$ cat config.mk
export PLATFORM = sky130hd
export DESIGN_NAME = ytydla_cmac_accu_ctrl
export DESIGN_NICKNAME = d
export VERILOG_FILES = /design/src/rtl/ytydla_pkg.sv /design/src/rtl/ytydla_vld_delay.sv /design/src/rtl/ytydla_cmac_accu_ctrl.sv
export SDC_FILE = /design/constraint.sdc
export NUM_CORES = 1
export LEC_CHECK = 0
export CAP_MARGIN = 20
export CELL_PAD_IN_SITES_DETAIL_PLACEMENT = 1
export CELL_PAD_IN_SITES_GLOBAL_PLACEMENT = 1
export CORE_ASPECT_RATIO = 0.8
export CORE_MARGIN = 2
export CORE_UTILIZATION = 25
export DETAILED_ROUTE_END_ITERATION = 16
export PLACE_DENSITY_LB_ADDON = 0.1
export SLEW_MARGIN = 20
export SYNTH_ARGS = -nofsm -noshare
export SYNTH_HDL_FRONTEND = slang
export SYNTH_SLANG_ARGS = --single-unit
$ cat constraint.sdc
create_clock -name ytydla_core_clk -period 7.4 [get_ports ytydla_core_clk]
set_input_delay 1.48 -clock ytydla_core_clk [delete_from_list [all_inputs] [get_ports ytydla_core_clk]]
set_output_delay 1.48 -clock ytydla_core_clk [all_outputs]
set_load 0.01 [all_outputs]
$ cat src/rtl/ytydla_pkg.sv
// Shared types and defaults for the ytydla CMAC datapath controllers.
package ytydla_pkg;

   localparam int YTYDLA_DATA_LENGTH = 32;

   typedef enum logic [1:0] {
      ACCU_CTRL_IDLE,
      ACCU_CTRL_FEED,
      ACCU_CTRL_DRAIN,
      ACCU_CTRL_OUT
   } cmac_accu_ctrl_fsm_e;

   // Registered depth of the 64-lane, 3-stage accumulation tree.
   localparam int CMAC_ACCU_TREE_LAT = 3;

endpackage

$ cat src/rtl/ytydla_vld_delay.sv
// Valid-bit delay line that tracks beats in flight through a fixed-latency pipeline.
module ytydla_vld_delay #(
   parameter int DEPTH = 3
) (
   input  logic ytydla_core_clk,
   input  logic ytydla_core_rst,
   input  logic din,
   output logic dout
);

   logic [DEPTH-1:0] sr_q;

   // The shift form holds for DEPTH == 1, where a part-select would not.
   always_ff @(posedge ytydla_core_clk or posedge ytydla_core_rst) begin
      if (ytydla_core_rst) begin
         sr_q <= '0;
      end else begin
         sr_q <= (sr_q << 1) | DEPTH'(din);
      end
   end

   assign dout = sr_q[DEPTH-1];

endmodule

$ cat src/rtl/ytydla_cmac_accu_ctrl.sv
// Sequences K chunk beats through the CMAC accumulation tree and sums the returns.
//   state | meaning
//   IDLE  | waiting for start; chunk count latched on accept
//   FEED  | accepting chunk beats into the tree
//   DRAIN | all beats issued, collecting tree returns
//   OUT   | final sum presented until downstream takes it
module ytydla_cmac_accu_ctrl
   import ytydla_pkg::*;
#(
   parameter int DATA_W   = YTYDLA_DATA_LENGTH,
   parameter int TREE_LAT = CMAC_ACCU_TREE_LAT,
   parameter int CNT_W    = 8
) (
   input  logic              ytydla_core_clk,
   input  logic              ytydla_core_rst,
   input  logic [CNT_W-1:0]  cfg_chunk_num,
   input  logic              start,
   output logic              busy,
   input  logic              src_valid,
   output logic              src_ready,
   output logic              tree_valid,
   input  logic [DATA_W-1:0] tree_result,
   output logic              out_valid,
   output logic [DATA_W-1:0] out_data,
   input  logic              out_ready,
   output logic              done
);

   cmac_accu_ctrl_fsm_e state_q, state_d;
   logic [CNT_W-1:0]    chunk_num_q, issue_cnt_q, ret_cnt_q;
   logic [DATA_W-1:0]   acc_q;
   logic                ret_vld, accept_start, last_issue, last_return;

   ytydla_vld_delay #(.DEPTH(TREE_LAT)) u_vld_delay (
      .ytydla_core_clk (ytydla_core_clk),
      .ytydla_core_rst (ytydla_core_rst),
      .din             (tree_valid),
      .dout            (ret_vld)
   );

   assign accept_start = (state_q == ACCU_CTRL_IDLE) && start;
   assign last_issue   = src_valid && (issue_cnt_q == chunk_num_q - CNT_W'(1));
   // A return landing this cycle counts, so OUT follows the final sample directly.
   assign last_return  = (ret_cnt_q == chunk_num_q)
                      || (ret_vld && ((ret_cnt_q + CNT_W'(1)) == chunk_num_q));

   assign busy       = (state_q != ACCU_CTRL_IDLE);
   assign src_ready  = (state_q == ACCU_CTRL_FEED);
   assign out_valid  = (state_q == ACCU_CTRL_OUT);
   assign tree_valid = src_valid & src_ready;
   assign done       = out_valid & out_ready;
   assign out_data   = out_valid ? acc_q : '0;

   always_comb begin
      state_d = state_q;
      unique case (state_q)
         ACCU_CTRL_IDLE:  if (start)       state_d = ACCU_CTRL_FEED;
         ACCU_CTRL_FEED:  if (last_issue)  state_d = ACCU_CTRL_DRAIN;
         ACCU_CTRL_DRAIN: if (last_return) state_d = ACCU_CTRL_OUT;
         ACCU_CTRL_OUT:   if (out_ready)   state_d = ACCU_CTRL_IDLE;
         default:                          state_d = ACCU_CTRL_IDLE;
      endcase
   end

   always_ff @(posedge ytydla_core_clk or posedge ytydla_core_rst) begin
      if (ytydla_core_rst) begin
         state_q     <= ACCU_CTRL_IDLE;
         chunk_num_q <= '0;
         issue_cnt_q <= '0;
         ret_cnt_q   <= '0;
         acc_q       <= '0;
      end else begin
         state_q <= state_d;
         if (accept_start) begin
            chunk_num_q <= (cfg_chunk_num == '0) ? CNT_W'(1) : cfg_chunk_num;
            issue_cnt_q <= '0;
            ret_cnt_q   <= '0;
            acc_q       <= '0;
         end else begin
            if (tree_valid) begin
               issue_cnt_q <= issue_cnt_q + CNT_W'(1);
            end
            if (ret_vld) begin
               acc_q     <= acc_q + tree_result;
               ret_cnt_q <= ret_cnt_q + CNT_W'(1);
            end
         end
      end
   end

endmodule
==> results_dict.tcl <==
set metrics [dict create \
    synth-simple-area-share 0.226 \
    synth_compound_area_frac 0.159 \
    clock_sinks 61 \
    synth_common_cells "67 x nor2_1, 61 x dfrtp_1, 49 x nand2_1, 46 x a21oi_1, 39 x ha_1" \
    area_growth_pct 29.6 \
    viasPerCell 4.76 \
    synth.mux.area_fraction 0.0492 \
    grt_pass1_wl_um 23700 \
    wl_per_cell_um 16.2 \
    synth.distinct_cells 56 \
    min_to "u_vld_delay.sr_q[2]$_DFF_PP0_" \
    rows 44 \
    cts_root_buf "clkbuf_16" \
    die_x_um 157 \
    worstHoldPathType "reg2reg" \
    r2r-start "acc_q[14]$_DFFE_PP0P_" \
    cp.required_ps 7660 \
    worstSetupPathType "in2reg" \
    cts_setup_buffers 0 \
    clock_latency_ps 340 \
    synth_edf_count 0 \
    clkTransAtPathRegs_ps 60 \
    ant_nets 0 \
    stdcell_area_um2 6100 \
    power_leakage_nw 2.64 \
    synthesis.nets 640 \
    ys_seq_area_frac 0.324 \
    die_h_um 127 \
    firstDrtPassIters 4 \
    wl_um 14300 \
    num_vias 4209 \
    start_util 0.257 \
    avgSynthCellArea_um2 8.48 \
    n_fill_cell 2154 \
    outcome "complete, no violations" \
    pin_count 82 \
    tns_ps 0 \
    drive_gt1_frac 0.0459 \
    nNetsFinal 712 \
    rrSetupSlack_ps 3970 \
    post_cts_resized 0 \
    core_area_um2 18300 \
    start_kind "input pin" \
    stdcell_count 885 \
    synthXorXnorAreaFrac 0.0987 \
    antenna_found_initial 0 \
    dp_cells 869 \
    gp_congestion 0.768 \
    period_share 0.618 \
    clockBufferDepth 2 \
    syn_inst 555 \
    timing.hold.ws_ps 346 \
    fin_ws_ps 2820 \
    dpl_worst_slack_ps 2510 \
    die_area_um2 19900 \
    synthFlopType "dfrtp_1" \
    p_per_area_nw_per_um2 377 \
    drc_errors 0 \
    worst_clock_skew_ps 7.71 \
    grt_remaining_overflow 0 \
    min_period_ps 4580 \
    hold_buffers 0 \
    crit_fanout 5 \
    irDropWorstVdd_mv 0.110 \
    tightestPinTransition_ps 869 \
    synth_top_family_by_area "simple AND/OR/NAND/NOR gates" \
    holdPathStages 0 \
    setup_violations 0 \
    async_flop_share 1.00 \
    synth_fa_ha_area_frac 0.108 \
    slew_headroom 0.420 \
    grt_max_degree 62 \
    synthTopCellsByArea "dfrtp_1 32%, ha_1 10%, nor2_1 5.3%" \
    first_global_vias 4411 \
    fmax_ghz 0.218 \
    cts_tree "done" \
    synth_top_area_share 0.324 \
    place_area_um2 5770 \
    synth_area_leader_cell "dfrtp_1" \
    dp_hpwl_um 10600 \
    regArea_um2 1530 \
    yosysWarnings 0 \
    cts_buffers 9 \
    hold_viol_final 0 \
    min_from "u_vld_delay.sr_q[1]$_DFF_PP0_" \
    multi_input_area_um2 3010 \
    numPortBuffers 81 \
    ys_ff_latch 61 \
    rsz0062_at_grt "no" \
    synth.most_common_cell "nor2_1" \
    dr.first_iter.drc_count 152 \
    drv_cap 0 \
    htree_levels 3 \
    drv_slew 0 \
    num_antenna_cells 0 \
    cp-end-kind "flip-flop" \
    rr_worst_depth 11 \
    grt_use_total 0.152 \
    r2r_end "acc_q[31]$_DFFE_PP0P_" \
    synth_area_um2 4700 \
    arrival_ps 4830 \
]
-- state kept, by name, summed over array words and instances, names as in the netlist --
name,cells
ret_cnt_q,8
acc_q,32
issue_cnt_q,8
chunk_num_q,8
state_q,2
u_vld_delay.sr_q,3
-- area by class of cell --
cell class | count | area share
clock buffer | 12 | 0.0421
clock inverter | 4 | 0.0115
inverter | 19 | 0.0117
multi-input combinational | 451 | 0.494
sequential | 61 | 0.251
tap | 253 | 0.0519
timing repair buffer | 85 | 0.138
-- worst max-delay path, stage by stage --
cell             delay, ps
clkdlybuf4s50_1        400
ha_1                   400
nand3_2                120
nor2_2                 150
nand3_1                130
a41o_1                 260
a311oi_2               390
a211oi_1               190
or4_4                  560
and4_4                 200
or4_1                  390
a21oi_1                160
-- metrics by stage --
| step | utilization | total power (W) |
|---|---|---|
| floorplan | - | 0.00145 |
| finish | 0.334 | 0.00230 |
| detailed placement | 0.316 | 0.00185 |
| CTS | 0.334 | 0.00234 |
| global route | 0.334 | 0.00252 |
| global placement | 0.316 | 0.00183 |
-- metal layers --
metal | up-vias | track usage | routed length, um
met5 | - | 0 | 0
met4 | 0 | 0.0337 | 133
met3 | 11 | 0.0314 | 650
met2 | 80 | 0.229 | 6170
met1 | 2029 | 0.222 | 7390
li1 | 2089 | - | -
-- cells in the final DEF (no fill, tap or decap), types with 10 or more instances in the layout --
master,n
a211oi_1,12
nor2_1,67
ha_1,39
dfrtp_1,60
nor3_1,11
a21oi_1,46
xor2_1,26
and2_1,35
inv_1,17
o21ai_0,20
nand2_1,49
mux2i_1,22
a21o_1,10
xnor2_1,27
clkdlybuf4s50_1,81
nand4_1,11
-- how the worst max path moves through the flow --
stage | from | endpoint | slack (ps) | cells past startpoint
final | tree_result[14] | acc_q[31]$_DFFE_PP0P_ | 2820 | 12
after global routing | tree_result[0] | acc_q[24]$_DFFE_PP0P_ | 2540 | 14
after CTS | tree_result[14] | acc_q[31]$_DFFE_PP0P_ | 2850 | 12
after detailed placement | tree_result[14] | acc_q[31]$_DFFE_PP0P_ | 2510 | 12
after global placement | tree_result[13] | acc_q[31]$_DFFE_PP0P_ | 2580 | 12
after floorplan | tree_result[14] | acc_q[31]$_DFFE_PP0P_ | 3260 | 11
-- report_power, final --
part	switching, W	internal (W)	total [W]
sequential	0.000143	0.000454	0.000597
combinational	0.000669	0.000562	0.00123
clock	0.000158	0.000312	0.000470
-- cells by family (layout without fill, tap and decap cells) --
logic type,after synthesis,count (layout)
fa+ha+maj,40,40
flops,61,61
simple gates,216,216
xor+xnor,53,53
mux,23,23
compound gates,119,119
buf+inv,43,120
Note: power is estimated with default switching activity, not from simulation.
